`src/rtl/des_ctrl_pkg.sv`:
```
// Shared types and defaults for the DES job controller.
package des_ctrl_pkg;

  localparam int DES_DW      = 64;
  localparam int DES_TIMEOUT = 32;

  typedef enum logic [1:0] {
    IDLE,
    ISSUE,
    WAIT,
    RESP
  } state_t;

endpackage

```
`src/rtl/des_rr_arb.sv`:
```
// Two-way round-robin arbiter: on a tie the requester not granted last wins.
module des_rr_arb (
  input  logic [1:0] req,
  input  logic       last_grant,
  output logic [1:0] gnt
);

  always_comb begin
    gnt = '0;
    if (req == 2'b11) begin
      gnt = last_grant ? 2'b01 : 2'b10;
    end else begin
      gnt = req;
    end
  end

endmodule

```
`src/rtl/des_ctrl.sv`:
```
// Shares one external DES engine between two requesters, one job in flight,
// with a bounded wait for the engine result and per-requester responses.
module des_ctrl
  import des_ctrl_pkg::*;
#(
  parameter int TIMEOUT = DES_TIMEOUT,
  parameter int DW      = DES_DW
) (
  input  logic          clk,
  input  logic          rst,
  input  logic          req0_vld,
  output logic          req0_rdy,
  input  logic [0:DW-1] req0_data,
  input  logic [0:DW-1] req0_key,
  input  logic          req1_vld,
  output logic          req1_rdy,
  input  logic [0:DW-1] req1_data,
  input  logic [0:DW-1] req1_key,
  output logic          rsp0_vld,
  input  logic          rsp0_rdy,
  output logic [0:DW-1] rsp0_data,
  output logic          rsp0_err,
  output logic          rsp1_vld,
  input  logic          rsp1_rdy,
  output logic [0:DW-1] rsp1_data,
  output logic          rsp1_err,
  output logic [0:DW-1] eng_data,
  output logic [0:DW-1] eng_key,
  output logic          eng_vld,
  input  logic [0:DW-1] eng_result,
  input  logic          eng_result_vld,
  output logic          busy
);

  localparam int TW = $clog2(TIMEOUT) + 1;
  localparam logic [TW-1:0] TIMER_LAST = TW'(TIMEOUT - 1);

  state_t        state, state_nxt;
  logic          last_grant;
  logic          owner;
  logic          err_q;
  logic          rsp_take;
  logic [TW-1:0] timer;
  logic [1:0]    gnt;
  logic [0:DW-1] data_q, key_q, result_q;

  des_rr_arb u_arb (
    .req        ({req1_vld, req0_vld}),
    .last_grant (last_grant),
    .gnt        (gnt)
  );

  always_ff @(posedge clk or posedge rst) begin
    if (rst) begin
      state <= IDLE;
    end else begin
      state <= state_nxt;
    end
  end

  always_comb begin
    state_nxt = state;
    req0_rdy  = 1'b0;
    req1_rdy  = 1'b0;
    rsp0_vld  = 1'b0;
    rsp1_vld  = 1'b0;
    eng_vld   = 1'b0;
    rsp_take  = 1'b0;
    case (state)
      IDLE: begin
        // state already reads IDLE during reset, so grants are gated explicitly
        if (!rst) begin
          req0_rdy = gnt[0];
          req1_rdy = gnt[1];
          if (|gnt) state_nxt = ISSUE;
        end
      end
      ISSUE: begin
        eng_vld   = 1'b1;
        state_nxt = WAIT;
      end
      WAIT: begin
        if (eng_result_vld || timer == TIMER_LAST) state_nxt = RESP;
      end
      RESP: begin
        rsp0_vld = !owner;
        rsp1_vld = owner;
        rsp_take = owner ? rsp1_rdy : rsp0_rdy;
        if (rsp_take) state_nxt = IDLE;
      end
      default: state_nxt = IDLE;
    endcase
  end

  always_ff @(posedge clk or posedge rst) begin
    if (rst) begin
      last_grant <= 1'b1;
      owner      <= 1'b0;
      timer      <= '0;
      err_q      <= 1'b0;
      data_q     <= '0;
      key_q      <= '0;
      result_q   <= '0;
    end else begin
      case (state)
        IDLE: begin
          if (|gnt) begin
            owner  <= gnt[1];
            data_q <= gnt[1] ? req1_data : req0_data;
            key_q  <= gnt[1] ? req1_key  : req0_key;
          end
        end
        ISSUE: timer <= '0;
        WAIT: begin
          if (timer != '1) timer <= timer + TW'(1);
          // a result arriving on the timeout cycle takes priority over the error
          if (eng_result_vld) begin
            result_q <= eng_result;
            err_q    <= 1'b0;
          end else if (timer == TIMER_LAST) begin
            result_q <= '0;
            err_q    <= 1'b1;
          end
        end
        RESP: if (rsp_take) last_grant <= owner;
        default: ;
      endcase
    end
  end

  assign eng_data  = data_q;
  assign eng_key   = key_q;
  assign rsp0_data = result_q;
  assign rsp1_data = result_q;
  assign rsp0_err  = rsp0_vld & err_q;
  assign rsp1_err  = rsp1_vld & err_q;
  assign busy      = (state != IDLE);

endmodule

```
`config.mk`:
```
export PLATFORM = sky130hd
export DESIGN_NAME = des_ctrl
export DESIGN_NICKNAME = d
export VERILOG_FILES = /design/src/rtl/des_ctrl_pkg.sv /design/src/rtl/des_rr_arb.sv /design/src/rtl/des_ctrl.sv
export SDC_FILE = /design/constraint.sdc
export NUM_CORES = 1
export LEC_CHECK = 0
export BUFFER_PORTS_ARGS = -buffer_cell sky130_fd_sc_hd__buf_2
export CAP_MARGIN = 20
export CORE_AREA = 5 5 227 229
export DETAILED_ROUTE_END_ITERATION = 16
export DIE_AREA = 0 0 232 234
export REMOVE_ABC_BUFFERS = 1
export SYNTH_ARGS = -nofsm -noshare
export SYNTH_HDL_FRONTEND = slang
export SYNTH_HIERARCHICAL = 1
export SYNTH_SLANG_ARGS = --single-unit
```
`constraint.sdc`:
```
create_clock -name clk -period 8.19 [get_ports clk]
set_clock_uncertainty 0.05 [all_clocks]
set_input_delay 0.819 -clock clk [delete_from_list [all_inputs] [get_ports clk]]
set_output_delay 0.819 -clock clk [all_outputs]
set_load 0.05 [all_outputs]
```
==> impl_metrics.yaml <==
yosys:
  yosys.area.top_type_share_pct: 52.5
  synth_commonest_cells: "nand2_1 (252), dfrtp_1 (202), o21ai_0 (175)"
  yosysTopAreaCell: "dfrtp_1"
  yosys_most_used_dff: "dfrtp_1"
  synthTopCellsByArea: "dfrtp_1 (52%), mux2i_1 (13%), nand2_1 (9.8%), o21ai_0 (9.1%), buf_4 (5.6%)"
  syn-mean-instance-area_sq_um: 9.90
  postSynth.asyncResetShare_pct: 100
  syn_area_sq_um: 9640
  synth.most_common_cell: "nand2_1"
  synth_edf_count: 0
  ys_types: 38
  ys_seq_area_share_pct: 52.7
  syn_inst: 973
  yosys_warnings: 6
  ys_seq_elements: 203
clocking:
  cts.sinks: 203
  cts_max_path_buffers: 3
  htreeDepth: 1
  cts_root_buffer: "clkbuf_16"
  cts_inserted_buffers: 23
  post_cts_buffers: 0
  cts_tree: "done"
  post_cts_resized: 0
  clk_latency_ns: 0.52
  clkTransAtPathRegs_ns: 0.06
  postCtsHoldBufs: 0
final_layout:
  drive_gt1_share_pct: 44.7
  syn2layout_area_growth_pct: 39.3
  final_util_pct: 27.2
  layout.nets: 1803
placement:
  port_buffers: 590
  gp_congestion: 0.825
  dp_hpwl_um: 31000
sta:
  setup_viol: 0
  min_period_ns: 3.34
  hold_viol_final: 0
  min_period_over_period_pct: 40.8
  finalMaxSlewViolations: 0
  tightestPinTransition_ns: 0.936
  timing.fmax_mhz: 300
  grt_setup_unrepaired: "false"
  relSlewSlack_pct: 37.6
  hold_slack_ns: 0.333
worst_setup_path:
  start_kind: "flop"
  critPathKind: "reg -> reg"
  cpPeakStageDelay_ns: 0.82
  critPathCaptureType: "flop"
  cp_max_fo: 54
  path_cells: "a21boi_4, buf_4, buf_4, buf_4, mux2i_1, o21ai_2"
  worstPathArrival_ns: 3.66
  timing.rr.start: "last_grant"
  startpoint: "last_grant"
  crit_path_frequent_cell: "buf_4"
  slowest_stage: "buf_4"
  cp.required_ns: 8.51
detailed_routing:
  vias: 8699
  viasPerCell: 4.02
  drc_errors: 0
  final_antenna_net_count: 0
  firstDrtPassIters: 4
  wirelength_um: 38000
  wl_per_cell_um: 17.6
  drt_iter0_drc: 275
floorplanning:
  num_io_pins: 591
  die_x_um: 232
  die_area_sq_um: 54300
  fp.dieH_um: 234
  row_count: 82
  core_region_area_sq_um: 49500
  start_util_pct: 19.5
grt:
  grt_pass1_vias: 8785
  grt_max_degree: 96
  grt_use_total_pct: 13.0
  gr-total-overflow: 0
  antenna_found_initial: 11
  grt_pass1_wl_um: 54100
min_path:
  hold_path.class: "in -> async"
power:
  leakage_nw: 7.17
  powerDensity_nw_per_um2: 494
  vdd_ir_drop_max_mv: 0.257
outcome:
  status: "complete, no violations"
flow_run:
  cap_violations: 0
## layer usage
| layer | GRT usage, % | wire length (um) | vias to the layer above |
|---|---|---|---|
| met4 | 5.89 | 1740 | 4 |
| met5 | 0 | 26 | - |
| met3 | 4.26 | 3560 | 68 |
| met1 | 14.2 | 13900 | 3998 |
| met2 | 22.9 | 18800 | 425 |
| li1 | - | - | 4204 |
## cell usage in the layout, fill, tap and decap left out, drive strengths merged, types with 2 or more instances in the layout
cell	synthesis	routed
a21boi	2	2
a21oi	4	4
a22oi	2	2
and2	3	3
and3	4	4
buf	109	601
clkbuf	20	35
clkinv	0	4
dfrtp	202	202
diode	0	3
ha	6	6
inv	7	8
mux2i	129	129
nand2	262	262
nand2b	2	2
nand3	5	5
nand4	2	2
nor2	5	5
o21ai	197	197
## final timing paths
| check | slack (ns) | endpoint | depth (start not counted) |
|---|---|---|---|
| min in group clk | 0.42 | eng_data[43] | 2 |
| hold / removal | 0.33 | eng_key[9] | 2 |
| max in group asynchronous | 6.46 | eng_key[2] | 3 |
| setup / recovery | 4.85 | eng_key[60] | 6 |
| hold reg to reg | 0.42 | eng_data[43] | 2 |
| setup reg to reg | 4.85 | eng_key[60] | 6 |
## kinds of logic (layout without fill, tap and decap cells)
logic type	after synthesis	count (layout)	synth area share [%]
AOI/OAI and AO/OA	213	213	11.9
adders and majority gates	6	6	0.779
buffers and inverters	136	650	9.27
DFF	203	203	52.7
muxes	130	130	13.6
other	0	3	0
and+or+nand+nor	285	285	11.8
## through the flow
step / worst slack, ns / area (sq um) / std cells / total power [mW] / setup TNS, ns
after floorplan: -16.06 / 8770 / 844 / 4.71 / -2083.41
after global placement: 4.44 / 12700 / 2116 / 5.63 / 0
after detailed placement: 4.31 / 12700 / 2116 / 5.69 / 0
after CTS: 4.83 / 13400 / 2158 / 6.73 / 0
after global routing: 4.67 / 13400 / 2161 / 6.99 / 0
final: 4.85 / 13400 / 2162 / 6.63 / 0
## worst max-delay path: cells and delay by family (launching register included)
kind	cells	cell delay (ns)
AO/OA/AOI/OAI	2	0.21
buffers and inverters	3	2.07
flip-flops	1	0.40
multiplexers	1	0.33
## power breakdown
group | leakage [nW] | internal, mW | switching (mW)
Combinational | 4.27 | 0.778 | 3.05
Clock | 0.362 | 0.596 | 0.417
Sequential | 2.54 | 1.47 | 0.326
## layout make-up
cell class | instances | area [sq um]
flip-flops and latches | 203 | 5080
repair buffers | 601 | 3050
multi-input cells | 634 | 3680
diodes | 3 | 7.51
clock buffers | 35 | 671
fillers | 5352 | 36000
well taps | 672 | 841
inverters | 7 | 33.8
clock inverters | 7 | 66.3
## sequential cells by signal (all words and copies together), names as in the netlist
signal / flops
eng_data: 64
eng_key: 64
rsp0_data: 64
timer: 6
state: 2
err_q: 1
last_grant: 1
owner: 1
Note: power is estimated with default switching activity, not from simulation.
